--- config.mk ---
export PLATFORM = sky130hd
export DESIGN_NAME = tl_ul_sram_slave
export DESIGN_NICKNAME = d
export VERILOG_FILES = /design/src/rtl/tl_ul_pkg.sv /design/src/rtl/tl_resp_fifo.sv /design/src/rtl/tl_ul_sram_slave.sv
export SDC_FILE = /design/constraint.sdc
export NUM_CORES = 1
export LEC_CHECK = 0
export CORE_UTILIZATION = 55
export CTS_BUF_LIST = sky130_fd_sc_hd__clkbuf_4
export DETAILED_ROUTE_END_ITERATION = 10
export DONT_BUFFER_PORTS = 1
export PLACE_DENSITY = 0.7
export SYNTH_ARGS = -nofsm -noshare
export SYNTH_HDL_FRONTEND = slang
export SYNTH_SLANG_ARGS = --single-unit
--- constraint.sdc ---
create_clock -name clock -period 7.4 [get_ports clock]
set_input_delay 0.74 -clock clock [delete_from_list [all_inputs] [get_ports clock]]
set_output_delay 0.74 -clock clock [all_outputs]
set_load 0.01 [all_outputs]
--- src/rtl/tl_ul_pkg.sv ---
// TL-UL opcodes, field widths and response queue depth shared by the SRAM slave.
// Declarations only: no logic, no latency, no flow control.
package tl_ul_pkg;

  localparam int TL_AW      = 32;
  localparam int TL_DW      = 32;
  localparam int TL_MW      = 4;
  localparam int TL_OPW     = 3;
  localparam int TL_SZW     = 2;
  localparam int TL_DPW     = 2;
  localparam int RESP_DEPTH = 3;

  typedef enum logic [TL_OPW-1:0] {
    PUT_FULL_DATA    = 3'd0,
    PUT_PARTIAL_DATA = 3'd1,
    GET              = 3'd4
  } tl_a_op_e;

  typedef enum logic [TL_OPW-1:0] {
    ACCESS_ACK      = 3'd0,
    ACCESS_ACK_DATA = 3'd1
  } tl_d_op_e;

endpackage

--- src/rtl/tl_resp_fifo.sv ---
// Small register-array FIFO with mod-DEPTH pointers; push to pop_data visible next cycle.
// Simultaneous push/pop keeps count; push is dropped only if full without a pop.
module tl_resp_fifo #(
  parameter int DEPTH = 3,
  parameter int WIDTH = 32,
  localparam int PW = (DEPTH > 1) ? $clog2(DEPTH) : 1,
  localparam int CW = $clog2(DEPTH + 1)
) (
  input  logic             clock,
  input  logic             reset_n,
  input  logic             push,
  input  logic [WIDTH-1:0] push_data,
  input  logic             pop,
  output logic [WIDTH-1:0] pop_data,
  output logic             empty,
  output logic [CW-1:0]    count
);

  logic [WIDTH-1:0] mem [DEPTH];
  logic [PW-1:0]    wptr;
  logic [PW-1:0]    rptr;
  logic             do_push;
  logic             do_pop;

  function automatic logic [PW-1:0] next_ptr(input logic [PW-1:0] p);
    return (p == PW'(DEPTH - 1)) ? '0 : p + PW'(1);
  endfunction

  assign do_pop  = pop && (count != '0);
  assign do_push = push && ((count != CW'(DEPTH)) || do_pop);

  always_ff @(posedge clock or negedge reset_n) begin
    if (!reset_n) begin
      wptr  <= '0;
      rptr  <= '0;
      count <= '0;
    end else begin
      if (do_push) wptr <= next_ptr(wptr);
      if (do_pop)  rptr <= next_ptr(rptr);
      count <= count + CW'(do_push) - CW'(do_pop);
    end
  end

  // Payload needs no reset: it is only observed while count says it is valid.
  always_ff @(posedge clock) begin
    if (do_push) mem[wptr] <= push_data;
  end

  assign pop_data = mem[rptr];
  assign empty    = (count == '0);

endmodule

--- src/rtl/tl_ul_sram_slave.sv ---
// TL-UL to single-port SRAM bridge; accept-to-d_valid latency 2 cycles, one beat/cycle sustained.
// a_ready drops once s1 plus the 3-entry response queue hold 3 requests; d_ready stalls hold D stable.
module tl_ul_sram_slave
  import tl_ul_pkg::*;
#(
  parameter logic [31:0] BASE_ADDR   = 32'h8000_0000,
  parameter int          DEPTH_WORDS = 1024,
  parameter int          SOURCE_W    = 2,
  parameter int          AW          = $clog2(DEPTH_WORDS)
) (
  input  logic                clock,
  input  logic                reset_n,
  input  logic                a_valid,
  output logic                a_ready,
  input  logic [TL_OPW-1:0]   a_opcode,
  input  logic [2:0]          a_param,
  input  logic [TL_SZW-1:0]   a_size,
  input  logic [SOURCE_W-1:0] a_source,
  input  logic [TL_AW-1:0]    a_address,
  input  logic [TL_MW-1:0]    a_mask,
  input  logic [TL_DW-1:0]    a_data,
  output logic                d_valid,
  input  logic                d_ready,
  output logic [TL_OPW-1:0]   d_opcode,
  output logic [TL_DPW-1:0]   d_param,
  output logic [TL_SZW-1:0]   d_size,
  output logic [SOURCE_W-1:0] d_source,
  output logic                d_denied,
  output logic                d_corrupt,
  output logic [TL_DW-1:0]    d_data,
  output logic                sram_en,
  output logic                sram_we,
  output logic [AW-1:0]       sram_addr,
  output logic [TL_MW-1:0]    sram_wmask,
  output logic [TL_DW-1:0]    sram_wdata,
  input  logic [TL_DW-1:0]    sram_rdata
);

  typedef struct packed {
    logic [TL_OPW-1:0]   opcode;
    logic [TL_SZW-1:0]   size;
    logic [SOURCE_W-1:0] source;
    logic                denied;
    logic                corrupt;
    logic [TL_DW-1:0]    data;
  } rsp_t;

  localparam int          CW    = $clog2(RESP_DEPTH + 1);
  localparam logic [32:0] LIMIT = {1'b0, BASE_ADDR} + 33'(4 * DEPTH_WORDS);

  logic                s1_valid;
  logic                s1_get;
  logic                s1_err;
  logic [TL_SZW-1:0]   s1_size;
  logic [SOURCE_W-1:0] s1_source;
  logic [CW-1:0]       fifo_count;
  logic                fifo_empty;
  rsp_t                push_rsp;
  rsp_t                head;
  logic                accept;
  logic                op_ok;
  logic                align_ok;
  logic                addr_ok;
  logic                a_err;
  logic [31:0]         offset;
  logic                unused_bits;

  // Only registers and reset feed a_ready, so D-side backpressure never reaches A combinationally.
  assign a_ready = reset_n && ((3'(fifo_count) + 3'(s1_valid)) < 3'(RESP_DEPTH));
  assign accept  = a_valid && a_ready;

  assign op_ok = (a_opcode == PUT_FULL_DATA) || (a_opcode == PUT_PARTIAL_DATA) || (a_opcode == GET);

  always_comb begin
    align_ok = 1'b0;
    case (a_size)
      2'd0:    align_ok = 1'b1;
      2'd1:    align_ok = !a_address[0];
      2'd2:    align_ok = (a_address[1:0] == 2'b00);
      default: align_ok = 1'b0;
    endcase
  end

  assign addr_ok = ({1'b0, a_address} >= {1'b0, BASE_ADDR}) && ({1'b0, a_address} < LIMIT);
  assign a_err   = !(op_ok && align_ok && addr_ok);
  assign offset  = a_address - BASE_ADDR;

  assign sram_en    = accept && !a_err;
  assign sram_we    = sram_en && (a_opcode != GET);
  assign sram_addr  = offset[AW+1:2];
  assign sram_wmask = sram_we ? a_mask : '0;
  assign sram_wdata = a_data;

  assign unused_bits = ^{a_param, offset[31:AW+2], offset[1:0]};

  always_ff @(posedge clock or negedge reset_n) begin
    if (!reset_n) begin
      s1_valid  <= 1'b0;
      s1_get    <= 1'b0;
      s1_err    <= 1'b0;
      s1_size   <= '0;
      s1_source <= '0;
    end else begin
      s1_valid <= accept;
      if (accept) begin
        s1_get    <= (a_opcode == GET);
        s1_err    <= a_err;
        s1_size   <= a_size;
        s1_source <= a_source;
      end
    end
  end

  // Read data arrives the cycle after the strobe, exactly when s1 pushes.
  always_comb begin
    push_rsp.opcode  = s1_get ? ACCESS_ACK_DATA : ACCESS_ACK;
    push_rsp.size    = s1_size;
    push_rsp.source  = s1_source;
    push_rsp.denied  = s1_err;
    push_rsp.corrupt = s1_err && s1_get;
    push_rsp.data    = (s1_get && !s1_err) ? sram_rdata : '0;
  end

  tl_resp_fifo #(
    .DEPTH (RESP_DEPTH),
    .WIDTH ($bits(rsp_t))
  ) u_resp_fifo (
    .clock     (clock),
    .reset_n   (reset_n),
    .push      (s1_valid),
    .push_data (push_rsp),
    .pop       (d_valid && d_ready),
    .pop_data  (head),
    .empty     (fifo_empty),
    .count     (fifo_count)
  );

  assign d_valid   = !fifo_empty;
  assign d_opcode  = head.opcode;
  assign d_param   = '0;
  assign d_size    = head.size;
  assign d_source  = head.source;
  assign d_denied  = head.denied;
  assign d_corrupt = head.corrupt;
  assign d_data    = head.data;

endmodule

# Yosys cells after proc, flatten, opt, wreduce, memory -nomap -nowiden
# Memory sizes are Yosys's and may differ from the RTL's.
# Index checks and enable logic that the tools add are counted.
[totals] ram_bits=117 out_inout_bits=93 ff_bits=13 input_bits=114 elab_cells=58 mem_count=1
[memory_table] memory="u_resp_fifo.mem" words=3 width=39 rd=1 rd_clocked_by_memory_dff=0 write_ports=1 line_no="tl_resp_fifo.sv:19" source="logic [WIDTH-1:0] mem [DEPTH];"
[classes] magnitude_cmp=3 n_mux=8 n_reduce_logical=24 eq_ne=8 addsub=6
[ops] op="$ge 32x32->1 const B" n=1
[ops] op="$lt 32x32->1 const B" n=1
[ops] op="$mux 32" n=1
[ops] op="$logic_and 1x1->1" n=12
[ops] op="$sub 12x1->12 const B" n=1
[ops] op="$eq 2x2->1 const B" n=3
[ops] op="$logic_not 2->1" n=3
[ops] op="$add 2x1->2 const B" n=2
[ops] op="$logic_not 1->1" n=4
[ops] op="$mux 2" n=2
[ops] op="$mux 4" n=1
[ops] op="$add 2x1->3" n=1
[ops] op="$eq 3x1->1 const B" n=1
[ops] op="$eq 3x3->1 const B" n=1
[ops] op="$logic_not 3->1" n=1
[ops] op="$logic_or 1x1->1" n=3
[ops] op="$lt 3x2->1 const B" n=1
[ops] op="$mux 1" n=3
[ops] op="$ne 3x3->1 const B" n=1
[ops] op="$pmux 1 s3" n=1
[ops] op="$add 2x1->2" n=1
[ops] op="$eq 2x1->1 const B" n=1
[ops] op="$ne 2x2->1 const B" n=1
[ops] op="$reduce_bool 2->1" n=1
[ops] op="$sub 2x1->2" n=1

# Logic depth before layout (Yosys ltp)
[logic_depth] depth_word=8 ltp_mapped=7

# By module
# Synthesis repeated with hierarchy kept, for this count alone.
[hier_totals] cells_unflattened=411 hier_area_um2=5896.9
[modules_own_cells] mod="tl_resp_fifo" seq_area_each_um2=3843.7 instances=1 area_each_um2=4892.2 cells_each=287
[modules_own_cells] mod="tl_ul_sram_slave" seq_area_each_um2=175.2 instances=1 area_each_um2=1004.7 cells_each=124

# Worst setup path before layout
# Ideal clock, no wire load.
[synth_timing] path_type="input port to flip-flop" from="in d_ready" to="mem u_resp_fifo.mem[1][0] (netlist bit), enable pin" arrival_time_ns=3.936 path_buffers=0 setup_time_ns=0.495 path_slack_ns=2.970 path_stages=2 path_cell_list="o21ai_0 > nor3b_1"
[synth_between] elab_chain_cells=6
[synth_lines] item="from (decl)" line_no="tl_ul_sram_slave.sv:23" source="input logic d_ready,"
[synth_lines] item="$logic_and 1x1->1" line_no="tl_ul_sram_slave.sv:132" source=".pop (d_valid && d_ready),"
[synth_lines] item="$logic_and 1x1->1" line_no="tl_resp_fifo.sv:29" source="assign do_pop = pop && (count != '0);"
[synth_lines] item="$logic_or 1x1->1" line_no="tl_resp_fifo.sv:30" source="assign do_push = push && ((count != CW'(DEPTH)) || do_pop);"
[synth_lines] item="$logic_and 1x1->1" line_no="tl_resp_fifo.sv:30"
[synth_lines] item="$mux 1" line_no="tl_resp_fifo.sv:46" source="if (do_push) mem[wptr] <= push_data;"
[synth_lines] item="$mux 1 (not written as such)" line_no="tl_resp_fifo.sv:46"
[synth_lines] item="to (decl)" line_no="tl_resp_fifo.sv:19"
# Every way passes these cells.

# Worst setup path after layout
[layout_timing] from="reg u_resp_fifo.count[0]" to="out sram_wmask[2]"
[layout_between] elab_chain_cells=7
[layout_lines] item="from (decl)" line_no="tl_resp_fifo.sv:16" source="output logic [CW-1:0] count"
[layout_lines] item="from (signal assigned)" line_no="tl_resp_fifo.sv:40" source="count <= count + CW'(do_push) - CW'(do_pop);"
[layout_lines] item="$add 2x1->3" line_no="tl_ul_sram_slave.sv:69" source="assign a_ready = reset_n && ((3'(fifo_count) + 3'(s1_valid)) < 3'(RESP_DEPTH));"
[layout_lines] item="$lt 3x2->1" line_no="tl_ul_sram_slave.sv:69"
[layout_lines] item="$logic_and 1x1->1" line_no="tl_ul_sram_slave.sv:69"
[layout_lines] item="$logic_and 1x1->1" line_no="tl_ul_sram_slave.sv:70" source="assign accept = a_valid && a_ready;"
[layout_lines] item="named net accept" line_no="tl_ul_sram_slave.sv:60" source="logic accept;"
[layout_lines] item="$logic_and 1x1->1" line_no="tl_ul_sram_slave.sv:88" source="assign sram_en = accept && !a_err;"
[layout_lines] item="named net sram_en" line_no="tl_ul_sram_slave.sv:31" source="output logic sram_en,"
[layout_lines] item="$logic_and 1x1->1" line_no="tl_ul_sram_slave.sv:89" source="assign sram_we = sram_en && (a_opcode != GET);"
[layout_lines] item="$mux 4" line_no="tl_ul_sram_slave.sv:91" source="assign sram_wmask = sram_we ? a_mask : '0;"
[layout_lines] item="to (decl)" line_no="tl_ul_sram_slave.sv:34" source="output logic [TL_MW-1:0] sram_wmask,"
# The timed path passes the listed nets, and every way through them passes these cells.

==> results.sh <==
export IMPL_cap_violations=0
export IMPL_clockRootBuffer="clkbuf_4"
export IMPL_grt_overflow_total=0
export IMPL_clk_pin_slew_worst_paths_ns=0.12
export IMPL_leakagePower_nw=2.06
export IMPL_drc=0
export IMPL_drt_iter0_markers=91
export IMPL_crit_fanout=9
export IMPL_grt_pass1_wl_microns=13200
export IMPL_io_pin_count=207
export IMPL_cts_inserted_buffers=17
export IMPL_core_area_sq_mm=0.00982
export IMPL_cts_tree="done"
export IMPL_irDropWorstVdd_mv=0.255
export IMPL_dp_hpwl_microns=5500
export IMPL_crit_path_end_kind="primary output"
export IMPL_vias_per_cell=5.50
export IMPL_critPathKind="flip-flop to primary output"
export IMPL_dr_pass1_iters=4
export IMPL_synth_area_sq_mm=0.00560
export IMPL_start_kind="flip-flop"
export IMPL_grt_total_usage_pct=17.5
export IMPL_p_per_area_mw_per_mm2=337
export IMPL_clk_latency_ns=0.50
export IMPL_ys_types=30
export IMPL_routedWlPerCell_microns=17.4
export IMPL_rsz0062_at_grt="false"
export IMPL_synth_area_leaders="edfxtp_1 63%, mux2i_1 7.0%, buf_4 6.2%"
export IMPL_die_h_microns=103
export IMPL_period_share_pct=47.9
export IMPL_syn_inst=400
export IMPL_place_ws_ns=4.38
export IMPL_clockBufferDepth=2
export IMPL_synth_seq_cells=130
export IMPL_crit_arrival_ns=2.80
export IMPL_rows=36
export IMPL_setup_ws_ns=3.86
export IMPL_grt_max_degree=45
export IMPL_die_width_microns=103
export IMPL_final_nets=485
export IMPL_drt_total_wl_microns=8950
export IMPL_syn_avg_cell_area_sq_um=14.0
export IMPL_grt_pass1_vias=2793
export IMPL_io_buffers=0
export IMPL_status="finished, final reports clean"
export IMPL_yosys_area_top_type="edfxtp_1"
export IMPL_setup_viol=0
export IMPL_slew_headroom_pct=46.6
export IMPL_period_needed_ns=3.54
export IMPL_synth_top_area_share_pct=62.7
export IMPL_clock_sinks=130
export IMPL_fmax_ghz=0.282
export IMPL_finalMaxSlewViolations=0
export IMPL_hold_viol_final=0
export IMPL_final_setup_tns_ns=0
export IMPL_drive_gt1_share_pct=14.2
export IMPL_yosys_warnings=0
export IMPL_antenna_found_initial=2
export IMPL_cts_hold_repair_buffers=1
export IMPL_cts_setup_buffers=0
export IMPL_yosysSeqAreaShare_pct=68.5
export IMPL_synthToLayoutAreaGrowth_pct=2.93
export IMPL_initial_core_util_pct=57.0
export IMPL_min_delay_path_class="input pin to flip-flop"
export IMPL_die_area_sq_mm=0.0106
export IMPL_place_gp_congestion=0.802
export IMPL_via_count=2828
export IMPL_cts_max_level=4
export IMPL_tightest_slew_ns=0.792
export IMPL_final_antenna_net_count=0
export IMPL_required_ns=6.66
export IMPL_post_cts_resized=0
export IMPL_fin_skew_ns=0.0178
[per-layer routing]
metal  wire, microns  global-route usage, %  share of wire (%)  up-vias
li1                -                      -                  -     1327
met1            3230                   16.5                 36     1343
met2            4770                   31.7                 53      121
met3             731                   6.64                8.2       37
met4             220                   11.1                2.5        0
met5               0                      0                  0        -
[cell usage after synthesis, drive strengths merged]
library cell	number
dfrtp	13
inv	7
clkbuf	13
ha	4
o21a	1
a2111oi	1
and3	4
o22a	1
a21o	2
nor2	5
nor3	2
nor4b	2
nand3	1
nor4	3
mux2i	39
nand2	45
edfxtp	117
nand4	1
mux2	5
nor3b	2
o21ai	42
conb	1
or2	1
and2	34
a211oi	2
buf	50
xnor2	2
[layout by cell type, fill, tap and decap left out, types with 3 or more instances in the layout]
| master | n |
|---|---|
| bufinv_16 | 3 |
| conb_1 | 4 |
| nor2_1 | 4 |
| inv_1 | 7 |
| ha_1 | 4 |
| edfxtp_1 | 117 |
| buf_4 | 7 |
| mux2i_1 | 39 |
| dfrtp_1 | 11 |
| clkinv_4 | 5 |
| nor4_1 | 3 |
| inv_6 | 3 |
| and2_1 | 33 |
| mux2_2 | 5 |
| and3_1 | 4 |
| clkbuf_4 | 18 |
| o21ai_0 | 42 |
| nand2_1 | 45 |
[area by class of cell]
class / instances / area, sq um
Timing Repair Buffer: 8 / 62.6
Clock buffer: 18 / 135
Fill cell: 794 / 4050
Antenna cell: 1 / 2.50
Tap cell: 133 / 166
Inverter: 7 / 26.3
Multi-Input combinational cell: 203 / 1350
Sequential cell: 130 / 3840
Clock inverter: 14 / 180
[cell families (layout without fill, tap and decap cells)]
family	after synthesis	in the layout	synth area share [%]
AND/OR/NAND/NOR	100	100	9.29
adder cells (fa/ha/maj)	4	4	0.893
multiplexers	44	44	7.97
flip-flops	130	130	68.5
buffers and inverters	70	47	7.86
XOR/XNOR	2	2	0.313
AO/OA/AOI/OAI	49	49	5.07
other	1	5	0.0669
[power by group]
part           switching [W]  total [W]  leakage, nW  internal (W)
sequential         0.0000674   0.000981         1.24      0.000913
combinational       0.000303   0.000460        0.661      0.000156
clock               0.000261   0.000504        0.164      0.000243
[worst paths after layout]
kind / startpoint / end / slack, ns / cells after the start
setup / recovery: u_resp_fifo.count[0]$_DFF_PN0_ / sram_wmask[2] / 3.86 / 5
hold / removal: a_source[1] / s1_source[1]$_DFFE_PN0P_ / 0.38 / 1
setup reg to reg: u_resp_fifo.count[0]$_DFF_PN0_ / s1_err$_DFFE_PN0P_ / 5.16 / 5
hold reg to reg: s1_get$_DFFE_PN0P_ / u_resp_fifo.mem[1][38]$_DFFE_PP_ / 0.52 / 0
max in group asynchronous: reset_n / u_resp_fifo.rptr[1]$_DFFE_PN0P_ / 6.33 / 1
min in group asynchronous: reset_n / s1_source[1]$_DFFE_PN0P_ / 0.65 / 1
[critical path, cell delays in order (launching register included)]
cell and delay, ns:
dfrtp_1 0.43, ha_1 0.20, ha_1 0.32, a2111oi_4 0.57, nor4b_4 0.50, and3_1 0.28
[stage by stage]
stage,hold WS (ns),total power [W],cell area [sq um],utilization (%),instances
2_1_floorplan,0.444,0.00139,5610,-,403
3_3_place_gp,0.445,0.00145,5440,55.4,480
3_5_place_dp,0.445,0.00147,5440,55.4,480
4_1_cts,0.326,0.00197,5760,58.7,513
5_1_grt,0.309,0.00205,5770,58.7,514
6_report,0.376,0.00194,5770,58.7,514
[flip-flops by register name, summed over array words and instances (netlist names)]
register	cells
u_resp_fifo.mem	117
u_resp_fifo.count	2
u_resp_fifo.rptr	2
s1_valid	1
s1_err	1
s1_source	2
u_resp_fifo.wptr	2
s1_get	1
s1_size	2
(Power assumes the default switching activity.)
